==> src/rtl/proc_pkg.sv <==
// Shared encodings for the processor control unit: bus-select codes,
// opcodes and the FSM state type.
package proc_pkg;

  typedef enum logic [1:0] {
    T0 = 2'd0,
    T1 = 2'd1,
    T2 = 2'd2,
    T3 = 2'd3
  } state_t;

  // Bus mux select codes
  localparam logic [3:0] SEL_R0 = 4'd0;
  localparam logic [3:0] SEL_R1 = 4'd1;
  localparam logic [3:0] SEL_R2 = 4'd2;
  localparam logic [3:0] SEL_R3 = 4'd3;
  localparam logic [3:0] SEL_R4 = 4'd4;
  localparam logic [3:0] SEL_R5 = 4'd5;
  localparam logic [3:0] SEL_R6 = 4'd6;
  localparam logic [3:0] SEL_R7 = 4'd7;
  localparam logic [3:0] SEL_G  = 4'd8;
  localparam logic [3:0] SEL_D  = 4'd9;
  localparam logic [3:0] SEL_DT = 4'd10;

  // Opcodes (ir[15:12]); everything from 7 upwards is undefined
  localparam logic [3:0] OP_MV   = 4'd0;
  localparam logic [3:0] OP_MVI  = 4'd1;
  localparam logic [3:0] OP_ADD  = 4'd2;
  localparam logic [3:0] OP_SUB  = 4'd3;
  localparam logic [3:0] OP_MVT  = 4'd4;
  localparam logic [3:0] OP_ADDI = 4'd5;
  localparam logic [3:0] OP_SUBI = 4'd6;

  // Register-number to bus-select code; R0..R7 occupy codes 0..7
  function automatic logic [3:0] sel_reg(input logic [2:0] r);
    return {1'b0, r};
  endfunction

  // True for the opcodes that take the three-step ALU path
  function automatic logic is_alu_op(input logic [3:0] op);
    return (op == OP_ADD) || (op == OP_SUB) || (op == OP_ADDI) || (op == OP_SUBI);
  endfunction

endpackage

==> src/rtl/proc_control_dec3to8.sv <==
// 3-to-8 one-hot decoder with enable, used for the register write strobes.
module dec3to8 (
  input  logic [2:0] w,
  input  logic       en,
  output logic [7:0] y
);

  // One output bit per register; only the addressed bit fires when enabled
  generate
    for (genvar gi = 0; gi < 8; gi++) begin : g_dec
      assign y[gi] = en && (w == 3'(gi));
    end
  endgenerate

endmodule

==> src/rtl/proc_control.sv <==
// Control FSM for a simple multi-cycle processor: decodes ir and sequences
// the bus select, register/ALU enables and the completed-instruction count.
module proc_control
  import proc_pkg::*;
(
  input  logic        clk,
  input  logic        rst,
  input  logic        run,
  input  logic [15:0] ir,
  output logic        ir_in,
  output logic [3:0]  sel,
  output logic [7:0]  r_in,
  output logic        a_in,
  output logic        g_in,
  output logic        addsub,
  output logic        done,
  output logic        busy,
  output logic        illegal,
  output logic [15:0] instr_cnt
);

  state_t      state_reg;
  state_t      state_next;
  logic [15:0] cnt_reg;
  logic        rin_en;

  logic [3:0] opcode;
  logic [2:0] rx;
  logic [2:0] ry;

  assign opcode = ir[15:12];
  assign rx     = ir[11:9];
  assign ry     = ir[2:0];

  // Immediate bits feed the datapath directly, not this controller
  logic unused_ir_bits;
  assign unused_ir_bits = ^ir[8:3];

  // State register; reset aborts any in-flight instruction
  always_ff @(posedge clk) begin
    if (rst) begin
      state_reg <= T0;
    end else begin
      state_reg <= state_next;
    end
  end

  // Next-state logic: moves and illegal opcodes finish in T1, ALU ops in T3
  always_comb begin
    state_next = state_reg;
    case (state_reg)
      T0:      state_next = run ? T1 : T0;
      T1:      state_next = is_alu_op(opcode) ? T2 : T0;
      T2:      state_next = T3;
      T3:      state_next = T0;
      default: state_next = T0;
    endcase
  end

  // Output decode from current state and instruction fields
  always_comb begin
    ir_in   = 1'b0;
    sel     = SEL_R0;
    rin_en  = 1'b0;
    a_in    = 1'b0;
    g_in    = 1'b0;
    addsub  = 1'b0;
    done    = 1'b0;
    illegal = 1'b0;
    case (state_reg)
      T0: begin
        ir_in = run;
      end
      T1: begin
        case (opcode)
          OP_MV: begin
            sel    = sel_reg(ry);
            rin_en = 1'b1;
            done   = 1'b1;
          end
          OP_MVI: begin
            sel    = SEL_D;
            rin_en = 1'b1;
            done   = 1'b1;
          end
          OP_MVT: begin
            sel    = SEL_DT;
            rin_en = 1'b1;
            done   = 1'b1;
          end
          OP_ADD, OP_SUB, OP_ADDI, OP_SUBI: begin
            sel  = sel_reg(rx);
            a_in = 1'b1;
          end
          default: begin
            done    = 1'b1;
            illegal = 1'b1;
          end
        endcase
      end
      T2: begin
        sel    = ((opcode == OP_ADDI) || (opcode == OP_SUBI)) ? SEL_D : sel_reg(ry);
        g_in   = 1'b1;
        addsub = (opcode == OP_SUB) || (opcode == OP_SUBI);
      end
      T3: begin
        sel    = SEL_G;
        rin_en = 1'b1;
        done   = 1'b1;
      end
      default: begin
        sel = SEL_R0;
      end
    endcase
  end

  // Register write strobes always target rX
  dec3to8 u_dec (
    .w  (rx),
    .en (rin_en),
    .y  (r_in)
  );

  assign busy = (state_reg != T0);

  // Completed-instruction counter; wraps naturally at 16 bits
  always_ff @(posedge clk) begin
    if (rst) begin
      cnt_reg <= 16'h0000;
    end else if (done) begin
      cnt_reg <= cnt_reg + 16'h0001;
    end
  end

  assign instr_cnt = cnt_reg;

endmodule

==> config.mk <==
export PLATFORM = sky130hd
export DESIGN_NAME = proc_control
export DESIGN_NICKNAME = d
export VERILOG_FILES = /design/src/rtl/proc_pkg.sv /design/src/rtl/proc_control_dec3to8.sv /design/src/rtl/proc_control.sv
export SDC_FILE = /design/constraint.sdc
export NUM_CORES = 1
export LEC_CHECK = 0
export ABC_AREA = 1
export CAP_MARGIN = 40
export CORE_MARGIN = 5
export CORE_UTILIZATION = 41
export CTS_CLUSTER_DIAMETER = 80
export DETAILED_ROUTE_END_ITERATION = 8
export PLACE_DENSITY = 0.89
export SLEW_MARGIN = 10
export SYNTH_ARGS = -nofsm -noshare
export SYNTH_HDL_FRONTEND = slang
export SYNTH_SLANG_ARGS = --single-unit
export TNS_END_PERCENT = 100
==> constraint.sdc <==
create_clock -name clk -period 1.5 [get_ports clk]
set_input_delay 0.3 -clock clk [delete_from_list [all_inputs] [get_ports clk]]
set_output_delay 0.3 -clock clk [all_outputs]
set_load 0.02 [all_outputs]
==> results.sh, run 1 <==
export IMPL_clock_fmax_mhz=538.8
export IMPL_failed_checks="negative setup slack"
export IMPL_clkPwrFrac_pct=20.2
export IMPL_final_antenna_net_count=0
export IMPL_maxSlewViolCount=0
export IMPL_multi_input_area_sq_um=867.1
export IMPL_die_w_microns=64.13
export IMPL_syn_area_per_cell_sq_um=5.803
export IMPL_fin_crit_sh_pct=123.7
export IMPL_hold_path_class="register to register"
export IMPL_grt_first_pass_wirelength_microns=6727
export IMPL_setup_slack_ns=-0.3559
export IMPL_whs_ns=0.5256
export IMPL_vias=1652
export IMPL_switching_power_uw=448.5
export IMPL_yosys_cell_types_count=20
export IMPL_detail_route_first_pass_iterations=6
export IMPL_synth_net_count=227
export IMPL_synth_most_common_cell="nand2_1"
export IMPL_antenna_found_initial=0
export IMPL_finClkSkew_ns=0.0008228
export IMPL_hpwlAfterDp_microns=2716
export IMPL_area_growth_pct=70.83
export IMPL_rsz0062_at_grt="yes"
export IMPL_outcome="finished, violations left"
export IMPL_fin_crit_ns=1.856
export IMPL_fp_dieH_microns=64.13
export IMPL_clk_pin_slew_worst_paths_ns=0.10
export IMPL_grt_overflow_total=0
export IMPL_cts_sinks=18
export IMPL_p_sw_share_pct=35.68
export IMPL_p_int_uw=808.6
export IMPL_slew_headroom_pct=82.59
export IMPL_pwr_share_seq_pct=40.2
export IMPL_maxCapViolCount=0
export IMPL_post_route_cells_drive_above_1_share_pct=35.84
export IMPL_cts_buffers=3
export IMPL_crit_path_max_fanout=3
export IMPL_wl_per_cell_microns=14.69
export IMPL_gp_congestion=0.9174
export IMPL_postLayoutCoreUtil_pct=73.77
export IMPL_nFillCells=201
export IMPL_end_kind="primary output"
export IMPL_synth_edf_count=0
export IMPL_coreArea_sq_mm=0.002781
export IMPL_place_ws_ns=-1.069
export IMPL_antennaDiodeCount=0
export IMPL_vias_per_cell=5.329
export IMPL_syn_cell_area_sq_mm=0.001201
export IMPL_ys_seq_elements=18
export IMPL_pin_count=54
export IMPL_yosysSeqAreaShare_pct=30.00
export IMPL_drtIter0Drc=120
export IMPL_finalSetupViolations=18
export IMPL_postSynthCellCount=207
export IMPL_netlist_top_cells_count="57 x nand2_1, 48 x nor2_1, 24 x inv_1"
export IMPL_first_global_vias=1524
export IMPL_seqCellArea_sq_um=369.1
export IMPL_p_per_area_mw_per_mm2=612.6
export IMPL_hold_viol=0
export IMPL_num_rows=19
export IMPL_cts_tree="built"
export IMPL_p_leak_uw=0.0009967
export IMPL_nNetsFinal=301
export IMPL_path_class="register to primary output"
export IMPL_synth_top_cell_area_share_pct=30.00
export IMPL_arrival_ns=1.56
export IMPL_clkLatencyLatePin_ns=0.31
export IMPL_clock_path_buffers=2
export IMPL_port_buffers=47
export IMPL_ys_warn_count=0
export IMPL_async_flop_share_pct=0
export IMPL_synthTopCellsByArea="dfxtp_1 30%, nand2_1 18%, nor2_1 15%"
export IMPL_worstSetupStartpointType="register"
export IMPL_drcViolationCount=0
export IMPL_start_util_pct=43.18
export IMPL_largest_reg_flops=16
export IMPL_tightest_slew_ns=0.2588
export IMPL_wirelength_microns=4554
export IMPL_dieArea_sq_mm=0.004112
export IMPL_crit_required_ns=1.20
export IMPL_grt_max_degree=33
export IMPL_htree_levels=1
export IMPL_synth_top_area_cell="dfxtp_1"
export IMPL_cts_root_buf="clkbuf_4"
export IMPL_yosys_most_used_dff="dfxtp_1"
export IMPL_p_comb_share_pct=39.6
export IMPL_grt_total_usage_pct=19.60
export IMPL_ir_drop_mv=0.6340
[power by group through the flow]
stage	combinational, uW	sequential (uW)	clock, uW
after CTS	423	505	248
after floorplan	193	516	0
after detailed placement	376	512	0
after global routing	530	506	272
after global placement	369	511	0
final	498	505	254
[layout by cell type (no fill, tap or decap), types with 2 or more instances in the layout]
master and instances:
a21oi_1 15, buf_2 2, buf_4 28, buf_6 17
clkbuf_4 4, clkdlybuf4s50_1 6, dfxtp_1 13, dfxtp_2 4
dlygate4sd2_1 17, inv_1 16, inv_2 9, nand2_1 51
nand2_2 7, nand3_1 20, nand3_2 4, nand3_4 2
nor2_1 35, nor2_2 6, nor2_4 9, o21ai_2 2
[logic make-up (layout without fill, tap and decap cells)]
group | count (synthesis) | after routing | share of synthesized area (%)
AO/OA/AOI/OAI | 23 | 23 | 10.10
AND/OR/NAND/NOR | 136 | 136 | 47.81
adder cells (fa/ha/maj) | 1 | 1 | 1.042
flip-flops | 18 | 18 | 30.00
buffers and inverters | 29 | 101 | 11.04
[what timing repair did]
action                                  4_1_cts  5_1_grt
pin swaps                                    18       10
hold buffers                                  0        0
setup buffers                                 4        4
endpoints found under the setup margin       52       35
resized for setup                           168       36
[final timing paths]
path / from / to / slack, ns / cells after the start
max: state_reg[0] / sel[1] / -0.36 / 8
min: instr_cnt[0] / instr_cnt[0] / 0.53 / 2
max reg2reg: state_reg[0] / instr_cnt[14] / 0 / 9
min reg2reg: instr_cnt[0] / instr_cnt[0] / 0.53 / 2
[cell type report]
cell class | count | share of cell area (%)
Clock buffer | 3 | 1.098
Inverter | 25 | 4.573
Multi-Input combinational cell | 160 | 42.26
Sequential cell | 18 | 17.99
Tap cell | 31 | 1.890
Timing Repair Buffer | 73 | 32.20
[routing by layer]
| layer | track usage, % | routed length [microns] |
|---|---|---|
| met1 | 23.17 | 1748 |
| met2 | 34.30 | 2381 |
| met3 | 3.327 | 260 |
| met4 | 8.906 | 163 |
| met5 | 0 | 0 |
[per-stage QoR]
step | area, sq um | std cells | setup TNS (ns) | total power, uW
floorplan | 1204 | 207 | -0.4395 | 709.2
global placement | 1837 | 301 | -21.92 | 879.7
detailed placement | 1837 | 301 | -23.25 | 887.5
CTS | 1926 | 308 | -2.217 | 1177
global route | 2052 | 310 | -5.094 | 1309
finish | 2052 | 310 | -3.675 | 1257
[critical path, cell delays in order, from the launching register on]
cell and delay, ns:
dfxtp_2 0.35, buf_4 0.14, buf_6 0.12, nor2_4 0.09
inv_2 0.06, o22ai_2 0.09, nand2_1 0.08, o21ai_1 0.12
buf_4 0.19
No activity file was read; power rests on OpenSTA's default activity.
==> run 2, diff against run 1 <==
--- a/config.mk
+++ b/config.mk
@@ -6,7 +6,7 @@
 export NUM_CORES = 1
 export LEC_CHECK = 0
 export ABC_AREA = 1
-export CAP_MARGIN = 40
+export CAP_MARGIN = 0
 export CORE_MARGIN = 5
 export CORE_UTILIZATION = 41
 export CTS_CLUSTER_DIAMETER = 80
==> results of run 2 <==
The final DEF is identical to that of run 1; final timing and power are the same.
